**config.mk**
```make
export PLATFORM = sky130hd
export DESIGN_NAME = mem_wb_stage
export DESIGN_NICKNAME = d
export VERILOG_FILES = /design/src/rtl/mips_pkg.sv /design/src/rtl/wb_skid_buf.sv /design/src/rtl/mem_wb_stage.sv
export SDC_FILE = /design/constraint.sdc
export NUM_CORES = 1
export LEC_CHECK = 0
export BUFFER_PORTS_ARGS = -buffer_cell sky130_fd_sc_hd__buf_2
export CELL_PAD_IN_SITES_DETAIL_PLACEMENT = 0
export CELL_PAD_IN_SITES_GLOBAL_PLACEMENT = 1
export CORE_MARGIN = 4
export CORE_UTILIZATION = 36
export DETAILED_ROUTE_END_ITERATION = 10
export PLACE_DENSITY_LB_ADDON = 0.1
export SETUP_SLACK_MARGIN = 0.4
export SLEW_MARGIN = 20
export SYNTH_ARGS = -nofsm -noshare
export SYNTH_HDL_FRONTEND = slang
export SYNTH_HIERARCHICAL = 1
export SYNTH_SLANG_ARGS = --single-unit
export TNS_END_PERCENT = 10
```
**constraint.sdc**
```tcl
create_clock -name clk -period 1.84 [get_ports clk]
set_clock_uncertainty 0.05 [all_clocks]
set_input_delay 0.092 -clock clk [delete_from_list [all_inputs] [get_ports clk]]
set_output_delay 0.092 -clock clk [all_outputs]
set_load 0.02 [all_outputs]
```
**src/rtl/mips_pkg.sv**
```systemverilog
// Shared MIPS core types and constants: default datapath widths, the
// write-back entry carried from MEM to WB, and the hard-wired zero register.
// No ports (package).
package mips_pkg;

  localparam int DEF_DATA_W = 16;
  localparam int DEF_REG_AW = 3;

  // Register 0 always reads as zero, so writes to it must never reach the RF.
  localparam int REG_ZERO = 0;

  // Write-back entry at default widths; modules with other widths build the
  // same shape locally from their own parameters.
  typedef struct packed {
    logic [DEF_DATA_W-1:0] wb_data;
    logic [DEF_REG_AW-1:0] write_reg;
    logic                  reg_write;
  } wb_entry_t;

endpackage

```
**src/rtl/wb_skid_buf.sv**
```systemverilog
// Generic 2-entry valid/ready skid buffer (main + skid register), order preserving.
// Latency: 1 negedge from accept to out_valid when main is empty or draining.
// Backpressure: in_ready = !skid_valid (registered); flush empties both entries.
// Ports: clk, rst (async high), flush; in_valid/in_ready/in_entry upstream;
//        out_valid/out_ready/out_entry downstream (driven from main register only).
module wb_skid_buf
  import mips_pkg::*;
#(
  parameter type entry_t = wb_entry_t
) (
  input  logic   clk,
  input  logic   rst,
  input  logic   flush,
  input  logic   in_valid,
  output logic   in_ready,
  input  entry_t in_entry,
  output logic   out_valid,
  input  logic   out_ready,
  output entry_t out_entry
);

  logic   main_vld_q, main_vld_d;
  logic   skid_vld_q, skid_vld_d;
  entry_t main_q, main_d;
  entry_t skid_q, skid_d;
  logic   accept;
  logic   emit;

  assign in_ready  = !skid_vld_q;
  assign accept    = in_valid & in_ready;
  assign emit      = main_vld_q & out_ready;
  assign out_valid = main_vld_q;
  assign out_entry = main_q;

  always_comb begin
    main_vld_d = main_vld_q;
    skid_vld_d = skid_vld_q;
    main_d     = main_q;
    skid_d     = skid_q;
    if (flush) begin
      // Squash wins over everything; an emit this cycle was already seen by the RF.
      main_vld_d = 1'b0;
      skid_vld_d = 1'b0;
    end else if (skid_vld_q) begin
      // Full: the older skid entry moves up before anything new can enter.
      if (emit) begin
        main_d     = skid_q;
        skid_vld_d = 1'b0;
      end
    end else if (main_vld_q) begin
      if (accept && emit) begin
        main_d = in_entry;
      end else if (accept) begin
        skid_d     = in_entry;
        skid_vld_d = 1'b1;
      end else if (emit) begin
        main_vld_d = 1'b0;
      end
    end else if (accept) begin
      main_d     = in_entry;
      main_vld_d = 1'b1;
    end
  end

  always_ff @(negedge clk or posedge rst) begin
    if (rst) begin
      main_vld_q <= 1'b0;
      skid_vld_q <= 1'b0;
      main_q     <= '0;
      skid_q     <= '0;
    end else begin
      main_vld_q <= main_vld_d;
      skid_vld_q <= skid_vld_d;
      main_q     <= main_d;
      skid_q     <= skid_d;
    end
  end

endmodule

```
**src/rtl/mem_wb_stage.sv**
```systemverilog
// Elastic MEM->WB register: write-back mux on entry, 2-entry skid buffer, reg-0 guard,
// forwarding tap and saturating stall counter. Latency: 1 negedge accept->out_valid.
// Backpressure: in_ready drops when both entries are held; flush squashes held entries.
// Ports: clk, rst, flush; in_* from MEM (valid/ready + mux inputs + dest reg);
//        out_* to register file; fwd_* tap for the EX hazard unit; stall_cnt.
module mem_wb_stage
  import mips_pkg::*;
#(
  parameter int DATA_W     = DEF_DATA_W,
  parameter int REG_AW     = DEF_REG_AW,
  parameter bit ZERO_GUARD = 1'b1,
  parameter int CNT_W      = 16
) (
  input  logic              clk,
  input  logic              rst,
  input  logic              flush,
  input  logic              in_valid,
  output logic              in_ready,
  input  logic              in_mem_to_reg,
  input  logic [DATA_W-1:0] in_read_data,
  input  logic [DATA_W-1:0] in_alu_result,
  input  logic [REG_AW-1:0] in_write_reg,
  input  logic              in_reg_write,
  output logic              out_valid,
  input  logic              out_ready,
  output logic [DATA_W-1:0] out_wb_data,
  output logic [REG_AW-1:0] out_write_reg,
  output logic              out_reg_write,
  output logic              fwd_valid,
  output logic [REG_AW-1:0] fwd_reg,
  output logic [DATA_W-1:0] fwd_data,
  output logic [CNT_W-1:0]  stall_cnt
);

  // Same shape as wb_entry_t, sized by this instance's parameters.
  typedef struct packed {
    logic [DATA_W-1:0] wb_data;
    logic [REG_AW-1:0] write_reg;
    logic              reg_write;
  } entry_t;

  localparam logic [CNT_W-1:0] CNT_MAX = '1;

  entry_t           in_entry;
  entry_t           out_entry;
  logic             is_reg0;
  logic [CNT_W-1:0] stall_cnt_q, stall_cnt_d;

  // Only the selected value is captured; mux inputs are not stored.
  always_comb begin
    in_entry           = '0;
    in_entry.wb_data   = in_mem_to_reg ? in_read_data : in_alu_result;
    in_entry.write_reg = in_write_reg;
    in_entry.reg_write = in_reg_write;
  end

  wb_skid_buf #(
    .entry_t (entry_t)
  ) u_skid (
    .clk       (clk),
    .rst       (rst),
    .flush     (flush),
    .in_valid  (in_valid),
    .in_ready  (in_ready),
    .in_entry  (in_entry),
    .out_valid (out_valid),
    .out_ready (out_ready),
    .out_entry (out_entry)
  );

  assign out_wb_data   = out_entry.wb_data;
  assign out_write_reg = out_entry.write_reg;
  assign is_reg0       = (out_entry.write_reg == REG_AW'(REG_ZERO));
  // Reg-0 entries still flow (out_valid) but never write when the guard is on.
  assign out_reg_write = out_valid & out_entry.reg_write & ~(ZERO_GUARD & is_reg0);

  assign fwd_valid = out_reg_write;
  assign fwd_reg   = out_entry.write_reg;
  assign fwd_data  = out_entry.wb_data;

  // Flush does not clear the counter; it measures RF backpressure, not squashes.
  assign stall_cnt_d = (out_valid && !out_ready && stall_cnt_q != CNT_MAX)
                       ? stall_cnt_q + CNT_W'(1) : stall_cnt_q;
  assign stall_cnt   = stall_cnt_q;

  always_ff @(negedge clk or posedge rst) begin
    if (rst) begin
      stall_cnt_q <= '0;
    end else begin
      stall_cnt_q <= stall_cnt_d;
    end
  end

endmodule

```
**After elaboration in Yosys (flattened, before gate mapping)**

Cells that the tools add are included.

- Multiplexer cells: 17
- Equality and inequality tests: 4
- Bitwise logic cells: 8
- $add $sub $neg: 1
- Reduce and logical (&&, ||, !) cells: 9

Operators with widths:

| cell | number |
|---|---|
| 2-to-1 mux 20 bit | 5 |
| adder 16 x 1 -> 16 bit (second input constant) | 1 |
| 2-to-1 mux 16 bit | 1 |
| != test 16 bit (second input constant) | 1 |
| 2-to-1 mux 1 bit | 11 |
| AND reduction 5 bit | 1 |
| bitwise AND 1 bit | 4 |
| != test 2 bit (second input constant) | 2 |
| NOT 1 bit | 4 |
| AND reduction 4 bit | 1 |
| logical AND 1 bit | 3 |
| zero test 3 bit | 1 |
| != test 3 bit (second input constant) | 1 |
| nonzero test 3 bit | 1 |
| zero test 1 bit | 2 |

- Input bits: 42
- Logic and storage cells: 48
- Output and inout port bits: 58
- Register bits: 58

**Longest topological paths before layout**

Gate-level depths: netlist of the first run.

- Word-level depth: 7
- Mapped depth: 5
- Gate-level depth less buffers: 5

**Hierarchy**

The synthesis of the first run kept the hierarchy.

By module, submodules not included:

| module | times used | seq. area each (um^2) | area each (um^2) | cells an instance |
|---|---|---|---|---|
| wb_skid_buf | 1 | 1051.0 | 1891.8 | 120 |
| mem_wb_stage | 1 | 400.4 | 1152.4 | 111 |

==> results.md, run 1 <==
- Failing checks: setup timing
- Worst EP required: 1700 ps
- Final hold vios: 0
- HPWL Detailed: approximately 5000 microns
- Grt met3 use: under 10%
- CTS Hold Bufs: 0
- Largest net degree at the start of global routing: 25
- RSZ-0062 raised after global routing: yes
- Busiest grt layer: met2
- Placed inst area: ~3800 sq um
- Vias in the first global route: approximately 2,300
- Outcome: finished with violations
- Pleak: 2.24 nW
- Slew headroom: 74.0%
- Final setup viols: 101
- First-pass detailed-route iteration total: 4
- Antenna violations before repair: 0
- Gpl congestion: ~0.73
- Row cnt: 33
- Type of origin of the critical path: flop
- DRT iter0 DRCs: 46
- Syn nets: 274
- Clock-pin transition on the worst setup and hold timing paths: 50 ps
- GRT met2 Usage: 23.7%
- CP Capture Type: output port
- Initial core utilization: 37.0%
- Avg WL per Cell: approximately 15 microns
- CTS Buffer Depth: 2
- Maximum fanout along the worst path: 2
- Ys Warns: 6
- CTS tree: built
- Tightest hold margin: between 300 and 400 ps
- First-pass GRT wire length: 11,600 microns
- PortBufs: 99
- Worst-skew pair later-pin latency: 320 ps
- Finished layout cell area: 4600 sq um
- Cells after Synth: 231
- Fillers: approximately 730
- Cts bufs inserted: 9
- CP arrival: approximately 2100 ps
- Root Buffer: clkbuf_8
- DRC viols: 0
- CP Class: reg -> out
- WL final: 7270 microns
- Die H: 100 microns
- Core ar.: 8220 sq um
- Vias after detailed routing: 2,249
- Layout net count: 405
- Gr usage total: 14.9%
- Syn Area/Cell: 13.2 sq um
- Max_cap viols: 0
- Via-to-Cell Ratio: 4.76
- Max VDD drop: 0.639 mV
- Die Wd: about 100 microns
- Area added between synthesis and finish: 51.1%
- I/O pin cnt: 100
- H-tree Lvls: 3
- Die ar.: 9990 sq um
- Overflow after GRT: 0
- Slack of the critical path: -445 ps
- Synthesized cell area: roughly 3000 sq um
- Final antenna diode count: 0
- Max-slew violation count: 0
- Pre-CTS setup slack: -543 ps
- Tightest Hold Check Type: reg -> reg
- Post-DRT Antenna Nets: 0
- Unique masters post-synth: 36
- PwrDens: 1060 nW/um^2
- Met1 Usage GRT: 20.3%
- Total clock sinks: 58
- Worst slew pin tran: 388 ps
- Register bit total from synthesis: just under 60
- Seq/Total Area, Yosys: a little under half
- Layout cell share with drive strength beyond 1: 72.2%
[layout make-up]
class                      count  area [sq um]  area share [%]
timing repair buffer         150          1220            26.4
clock buffer                  10           138            2.99
sequential                    58          1450            31.5
inverter                       4          15.0           0.326
clock inverter                 6          66.3            1.44
multi-input combinational    139          1580            34.4
tap                          105           131            2.86
[final timing paths]
path | startpoint | endpoint | slack [ps] | cells after the start
max | u_skid/out_entry[3]$_DFFE_NP0P_ | fwd_valid | -450 | 2
min reg2reg | u_skid/skid_q[1]$_DFFE_NP0P_ | u_skid/skid_q[1]$_DFFE_NP0P_ | 380 | 1
min | u_skid/skid_q[1]$_DFFE_NP0P_ | u_skid/skid_q[1]$_DFFE_NP0P_ | 380 | 1
min in group asynchronous | rst | stall_cnt[3]$_DFFE_NP0P_ | 550 | 3
max reg2reg | u_skid/out_valid$_DFFE_NP0P_ | u_skid/out_entry[15]$_DFFE_NP0P_ | -10 | 6
max in group asynchronous | rst | u_skid/skid_q[6]$_DFFE_NP0P_ | 870 | 3
[cell usage in the layout (no fill, tap or decap), types with 6 or more instances in the layout]
| cell | netlist | layout |
|---|---|---|
| buf_4 | 20 | 67 |
| dfrtn_1 | 58 | 58 |
| mux2_2 | 74 | 51 |
| buf_6 | 5 | 42 |
| buf_2 | 0 | 38 |
| mux2_4 | 1 | 24 |
| xor2_1 | 13 | 13 |
| clkbuf_8 | 0 | 10 |
| nand2_1 | 6 | 6 |
[kinds of logic (layout without fill, tap and decap cells)]
kind of cell | count (synthesis) | in the layout | share of synthesized area (%)
adders and majority gates | 1 | 1 | 0.411
DFF | 58 | 58 | 47.7
and+or+nand+nor | 39 | 39 | 9.00
buffers and inverters | 34 | 170 | 7.89
muxes | 77 | 77 | 28.6
xor gates and xnor gates | 13 | 13 | 3.74
AOI/OAI and AO/OA | 9 | 9 | 2.67
[critical path: stages (launching register included)]
cell and delay [ps]:
dfrtn_1 360, o311a_4 400, buf_6 140
[synthesized netlist by cell type]
cell	instances	share of area [%]
nand4_2	2	0.82
nand4b_1	1	0.29
o21ai_0	1	0.16
o21a_1	1	0.25
buf_4	20	4.9
mux2_1	2	0.74
or3_4	1	0.37
or2_2	1	0.21
nand2b_4	1	0.45
o311a_1	1	0.33
inv_1	4	0.49
a211oi_1	1	0.25
nand4_1	3	0.62
and3_1	1	0.21
nor2_2	1	0.21
nand3_1	4	0.66
nand2_1	6	0.74
dfrtn_1	58	48
a31oi_1	1	0.21
nand2b_1	1	0.21
nor3b_1	1	0.25
nor3_1	7	1.2
nor4_4	1	0.70
nor2_1	1	0.12
mux2_2	74	27
clkbuf_1	5	0.62
a21oi_1	2	0.33
xor2_1	13	3.7
buf_6	5	1.8
a221oi_4	1	0.86
nor2b_1	1	0.21
a41oi_1	1	0.29
mux2_4	1	0.49
nor4b_4	1	0.78
ha_1	1	0.41
nor4_1	5	1.0
[flip-flops by register name (all words and copies together), names as in the netlist]
signal             cells
u_skid/out_entry      20
stall_cnt             16
u_skid/out_valid       1
u_skid/skid_q         20
u_skid/skid_vld_q      1
[metal layers]
metal,wire (microns),vias to the layer above
met5,0,-
met4,54,0
met3,405,6
met2,3600,58
met1,3220,1108
li1,-,1077
[repair_timing]
action                                  in CTS  in global routing
endpoints found under the setup margin     114                114
buffers inserted                            11                  4
gates resized for setup                    108                 36
pin swaps                                    9                  7
gates cloned                                 0                  0
[metrics by stage]
stage / total power [mW] / std cells / TNS (ps) / util (%)
2_1_floorplan: 2.78 / 231 / -19830 / -
3_3_place_gp: 3.14 / 441 / -24650 / 45.8
3_5_place_dp: 3.16 / 441 / -25030 / 45.8
4_1_cts: 4.79 / 468 / -15160 / 53.6
5_1_grt: 5.14 / 472 / -18050 / 56.0
6_report: 4.88 / 472 / -13590 / 56.0
[where the power goes]
group | internal [mW] | switching [mW]
clock network | 0.661 | 0.549
logic | 1.05 | 0.810
registers | 1.60 | 0.208
total | 3.31 | 1.57
Power figures use the tool's default switching activity.
==> inputs of run 2 (changes only) <==
--- a/config.mk
+++ b/config.mk
@@ -9,13 +9,12 @@
 export CELL_PAD_IN_SITES_DETAIL_PLACEMENT = 0
 export CELL_PAD_IN_SITES_GLOBAL_PLACEMENT = 1
 export CORE_MARGIN = 4
-export CORE_UTILIZATION = 36
+export CORE_UTILIZATION = 34
 export DETAILED_ROUTE_END_ITERATION = 10
 export PLACE_DENSITY_LB_ADDON = 0.1
 export SETUP_SLACK_MARGIN = 0.4
 export SLEW_MARGIN = 20
 export SYNTH_ARGS = -nofsm -noshare
 export SYNTH_HDL_FRONTEND = slang
-export SYNTH_HIERARCHICAL = 1
 export SYNTH_SLANG_ARGS = --single-unit
 export TNS_END_PERCENT = 10
==> run 2 against run 1 <==
  * The run still ends with setup timing left
  * Clock-buffer cell count unchanged
  * Critical path depth unchanged
  * Synthesized area down 1.7%
  * First-iteration DRC count up 26%
  * Synthesized cell count up 32%
  * Die area up 3.7%
  * Global-route usage down 0.53 points
  * Sequential power about the same
  * Register-to-register slack better by 70 ps
  * Sequential share of layout area up 2.0 points
  * Utilization down 4.4 points
  * Worst hold slack better by 23 ps
  * Critical endpoint unchanged
==> results.md, run 2 <==
- Ys Warns: 0
- First-pass GRT wire length: 11,600 microns
- Initial core utilization: 35.7%
- Pleak: about 2.1 nW
- Count leader, synth: dfrtn_1
- CTS tree: built
- Layout cell share with drive strength beyond 1: a little under half
- Top cells by area, synth: dfrtn_1, buf_4, mux2i_1
- Die Wd: 102 microns
- Non-filler instance count after layout: 524
- Setup TNS: -9030 ps
- Syn nets: 349
- DRT iter0 DRCs: 58
- Synthesized cell area: between 2000 and 3000 sq um
- Outcome: finished with violations
- Post-synth EDFFs: 0
- Crit path cell chain: o311a_4 -> buf_6
- R2R Path End: stall_cnt[5]$_DFFE_NP0P_
- First-pass detailed-route iteration total: 4
- Core ar.: 8380 sq um
- Unique masters post-synth: 32
- Fillers: ~800
- Vias in the first global route: between 2,000 and 2,500
- HPWL Detailed: 5090 microns
- Post-synth top area cell: dfrtn_1
- Via-to-Cell Ratio: 4.64
- Die H: 102 microns
- Max VDD drop: about 0.43 mV
- Crit-path slowest cell: o311a_4
- Gr usage total: 14.4%
- Tightest hold margin: 404 ps
- Gpl congestion: about 0.79
- Util after Layout: approximately 52%
- Antenna violations before repair: 0
- Top-area cell type share of the netlist area: 48.5%
- Synth Flop Type: dfrtn_1
- Max_cap viols: 0
- Root Buffer: clkbuf_8
- Hold Crit Endpoint: u_skid.out_entry[15]$_DFFE_NP0P_
- H-tree Lvls: 3
- Overflow after GRT: 0
- Largest net degree at the start of global routing: 47
- Tightest Hold Check Type: reg -> reg
- Simple logic cell fraction of the synthesized area: 14.8%
- Total clock sinks: 58
- Slack of the critical path: -428 ps
- Worst EP required: 1700 ps
- Vias after detailed routing: 2,433
- Die ar.: 10,400 sq um
- Slowest stage delay, CP: 400 ps
- Type of origin of the critical path: flop
- Largest family of logic cells by synthesized area: simple AND/OR/NAND/NOR gates
- Clock-pin transition on the worst setup and hold timing paths: around 50 ps
- Area fraction in compound gates after synthesis: 10.5%
- Failing checks: setup timing
- Worst-skew pair later-pin latency: 320 ps
- Row cnt: 33
- DRC viols: 0
- WL final: roughly 7000 microns
- Cells after Synth: 306
- Final setup viols: 60
- Commonest cells post-synth: dfrtn_1, buf_4, nor2_1
- Area added between synthesis and finish: 44.4%
- I/O pin cnt: 100
- Worst hold start: u_skid.out_entry[15]$_DFFE_NP0P_
- CTS Buffer Depth: 2
- Synth Area in Adders: less than 1%
- CP Class: reg -> out
- Worst Hold Depth: 2
- Cell count of the worst reg-to-reg path: 6
- Register bit total from synthesis: 58
- Internal reg-to-reg setup slack: 60 ps
- Worst r2r src: stall_cnt[0]$_DFFE_NP0P_
- RSZ-0062 raised after global routing: yes
- Final hold vios: 0
- Post-DRT Antenna Nets: 0
- Slew headroom: 74.4%
- CP arrival: 2130 ps
- Seq/Total Area, Yosys: 48.5%
- PwrDens: 1020 nW/um^2
- Max-slew violation count: 0
- Maximum fanout along the worst path: 2
- Placed cell count: around 500
- Worst slew pin tran: 385 ps
- Mux share of post-synthesis cell area: 9.03%
- Final antenna diode count: 0
- XOR/XNOR share of the synthesized area: 4.10%
- PortBufs: 99
- Most common cell after layout, fill and taps aside: buf_4
- CTS Hold Bufs: 0
- Ys async rst share: between 90% and 100%
- Syn Area/Cell: 9.78 sq um
- Layout net count: 457
- Avg WL per Cell: roughly 14 microns
- Commonest non-fill, non-tap cells in the layout: buf_4, dfrtn_1, buf_2
- CP Capture Type: output port
- Cts bufs inserted: 9
-- run 2: worst max-delay path: cells and delay by family, from the launching register on --
family	cells	cell delay (ps)
buf+inv	1	140
compound gates	1	400
flops	1	350
-- run 2: metal layers --
layer | wire length [microns] | GRT usage (%)
met1 | 3050 | 18.5
met4 | 55 | 5.83
met5 | 0 | 0
met2 | 3630 | 23.3
met3 | 385 | 3.51
-- run 2: timing repair --
item                       in CTS  in global routing
setup buffers                   3                  4
hold endpoints to repair        0                  0
resized for setup             110                 23
setup endpoints to repair     114                114
pin swaps                       7                 18
-- run 2: cells by family after synthesis --
logic type	after synthesis
simple gates	91
xor+xnor	14
compound gates	59
buf+inv	57
mux	26
flops	58
fa+ha+maj	1
-- run 2: per-stage QoR --
stage	cell area (sq um)	setup WS (ps)	total power, mW
6_report	4320	-428	4.41
5_1_grt	4320	-463	4.70
4_1_cts	4200	-437	4.43
3_5_place_dp	3650	-501	3.03
3_3_place_gp	3650	-463	3.00
2_1_floorplan	3010	-327	2.73
-- run 2: area by class of cell --
class / count / area [sq um] / share of cell area, %
inverter: 3 / 15.0 / 0.348
clock inverter: 6 / 57.6 / 1.33
sequential: 58 / 1450 / 33.6
clock buffer: 10 / 128 / 2.95
tap: 105 / 131 / 3.04
multi-input combinational: 191 / 1310 / 30.2
timing repair buffer: 151 / 1230 / 28.5
-- run 2: worst max path at each step --
stage	startpoint	to	slack (ps)	cells after the start
6_report	u_skid.out_entry[1]$_DFFE_NP0P_	fwd_valid	-430	2
4_1_cts	u_skid.out_entry[1]$_DFFE_NP0P_	fwd_valid	-440	2
5_1_grt	u_skid.out_entry[1]$_DFFE_NP0P_	out_reg_write	-460	2
3_5_place_dp	out_ready	stall_cnt[13]$_DFFE_NP0P_	-500	5
2_1_floorplan	out_ready	u_skid.skid_q[0]$_DFFE_NP0P_	-330	4
3_3_place_gp	out_ready	u_skid.skid_q[0]$_DFFE_NP0P_	-460	5
-- run 2: power breakdown --
part	internal, mW	switching [mW]
registers	1.58	0.198
clock network	0.616	0.511
logic	0.749	0.761
==> inputs of run 3 (changes only) <==
--- a/config.mk
+++ b/config.mk
@@ -8,6 +8,7 @@
 export BUFFER_PORTS_ARGS = -buffer_cell sky130_fd_sc_hd__buf_2
 export CELL_PAD_IN_SITES_DETAIL_PLACEMENT = 0
 export CELL_PAD_IN_SITES_GLOBAL_PLACEMENT = 1
+export CORE_ASPECT_RATIO = 0.9
 export CORE_MARGIN = 4
 export CORE_UTILIZATION = 34
 export DETAILED_ROUTE_END_ITERATION = 10
==> run 3 against run 2 <==
  * The flow still finishes with violations (setup timing)
  * Register-to-register slack about the same
  * Worst setup slack worse by 13 ps
  * Global-route usage up 0.18 points
  * Cell count up 2.7%
  * First-iteration DRC count down 8.6%
  * Flip-flop and latch count unchanged
  * Cell area up 0.96%
  * Highest routed layer unchanged
  * Worst hold slack worse by 9.9 ps
  * Die area about the same
  * Largest cell class unchanged
  * Total power up 1.2%
==> results.md, run 3 (synthesized netlist as in run 2, its figures left out) <==
- Outcome: finished with violations
- Failing checks: setup timing
- Die ar.: 10,400 sq um
- Max_cap viols: 0
- Tightest Hold Check Type: reg -> reg
- Root Buffer: clkbuf_8
- Crit path to: fwd_valid
- Sw power: 1.48 mW
- Util after Layout: 50.9%
- Most common cell after layout, fill and taps aside: buf_4
- Type of origin of the critical path: flop
- Worst slew pin tran: ~360 ps
- Slew headroom: between 70% and 80%
- Cell count of the worst reg-to-reg path: 5
- WL final: 7290 microns
- CP Capture Type: output port
- Area added between synthesis and finish: 45.8%
- Antenna violations before repair: 0
- Total clock sinks: 58
- Sw Share: between 30% and 40%
- Worst r2r src: stall_cnt[0]$_DFFE_NP0P_
- CP arrival: between 2000 and 2500 ps
- Gr usage total: 14.6%
- Placed cell count: 513
- Gpl congestion: 0.734
- Sequential share of power: between 40% and 50%
- Core ar.: 8570 sq um
- Worst-skew pair later-pin latency: 320 ps
- PwrDens: 1020 nW/um^2
- Max VDD drop: a little over 0.7 mV
- H-tree Lvls: 3
- Max-slew violation count: 0
- Tightest hold margin: 394 ps
- Internal reg-to-reg setup slack: 70 ps
- Post-DRT Antenna Nets: 0
- Final hold vios: 0
- Row cnt: 32
- HPWL Detailed: 5100 microns
- Non-filler instance count after layout: roughly 540
- RSZ-0062 raised after global routing: yes
- Pint: 2.98 mW
- Avg WL per Cell: 13.6 microns
- I/O pin cnt: 100
- DRC viols: 0
- Worst EP required: approximately 1700 ps
- Pleak: 2.11 nW
- First-pass detailed-route iteration total: 4
- Pre-CTS setup slack: -501 ps
- Vias after detailed routing: about 2,400
- Layout cell share with drive strength beyond 1: 46.3%
- Cts bufs inserted: 9
- Combinational share of power: about a third
- Clock network fraction of total power: 26.3%
- CTS Buffer Depth: 2
- Slack of the critical path: -441 ps
- Via-to-Cell Ratio: 4.48
- Crit. Startpoint: u_skid.out_entry[1]$_DFFE_NP0P_
- Largest net degree at the start of global routing: ~60
- Overflow after GRT: 0
- Vias in the first global route: 2,498
- Final Power: about 4.5 mW
- Die Wd: 107 microns
- Clock-pin transition on the worst setup and hold timing paths: 50 ps
- Final antenna diode count: 0
- Die H: roughly 97 microns
- Layout net count: approximately 460
- CTS Hold Bufs: 0
- First-pass GRT wire length: approximately 12,000 microns
- Initial core utilization: 34.9%
- R2R Path End: stall_cnt[1]$_DFFE_NP0P_
- DRT iter0 DRCs: 53
- CTS tree: built
- Maximum fanout along the worst path: 2
- PortBufs: 99
- Commonest non-fill, non-tap cells in the layout: buf_4, dfrtn_1, buf_2, buf_6
- Final setup viols: 58
- CP Class: reg -> out
==> run 3: cell types whose count changed in the layout (fill, tap and decap cells not counted), moves of 2 or more <==
cell	change
buf_6	+3
mux2_2	+3
mux2_4	-3
buf_4	-2
mux2i_1	-2
mux2i_4	+2
nor3_2	+2
==> run 3: power groups by stage <==
| stage | Clock [mW] | Sequential (mW) | Combinational (mW) |
|---|---|---|---|
| CTS | 1.23 | 1.80 | 1.48 |
| finish | 1.17 | 1.79 | 1.50 |
| global placement | 0 | 1.78 | 1.20 |
| floorplan | 0 | 1.83 | 0.892 |
| global route | 1.28 | 1.84 | 1.63 |
| detailed placement | 0 | 1.79 | 1.22 |
==> run 3: layer usage <==
metal,up-vias,global-route usage [%],part of all wire [%]
met5,-,0,0
met4,0,4.42,0.97
met3,8,3.87,5.2
met2,67,22.7,47
met1,1108,19.8,47
li1,1229,-,-
==> run 3: worst max-delay path, cell delays in order (launching register included) <==
cell and delay [ps]:
dfrtn_1 360, o311a_4 400, buf_6 140
==> run 3: worst min path at each step <==
stage	from	end	slack, ps	cells past startpoint
floorplan	u_skid.out_entry[0]$_DFFE_NP0P_	u_skid.out_entry[0]$_DFFE_NP0P_	380	2
global route	stall_cnt[15]$_DFFE_NP0P_	stall_cnt[15]$_DFFE_NP0P_	410	1
finish	stall_cnt[15]$_DFFE_NP0P_	stall_cnt[15]$_DFFE_NP0P_	390	1
CTS	stall_cnt[15]$_DFFE_NP0P_	stall_cnt[15]$_DFFE_NP0P_	400	1
detailed placement	stall_cnt[7]$_DFFE_NP0P_	stall_cnt[7]$_DFFE_NP0P_	380	1
global placement	stall_cnt[7]$_DFFE_NP0P_	stall_cnt[7]$_DFFE_NP0P_	380	1
==> run 3: layout make-up <==
| type | count | area [sq um] |
|---|---|---|
| Clock inverter | 5 | 53.8 |
| Sequential cell | 58 | 1450 |
| Timing Repair Buffer | 151 | 1240 |
| Tap cell | 119 | 149 |
| Inverter | 3 | 15.0 |
| Clock buffer | 11 | 141 |
| Multi-Input combinational cell | 191 | 1310 |
| Fill cell | 844 | 4210 |
==> run 3: per-stage QoR <==
stage	instance area (sq um)	TNS, ps
2_1_floorplan	3010	-12510
3_3_place_gp	3640	-20080
3_5_place_dp	3640	-20650
4_1_cts	4290	-10280
5_1_grt	4360	-12230
6_report	4360	-9690
==> run 3: timing repair <==
action / CTS / global route
endpoints found under the setup margin: 114 / 114
buffers inserted: 4 / 5
pin swaps: 7 / 5
gates cloned: 0 / 0
resized for setup: 126 / 10
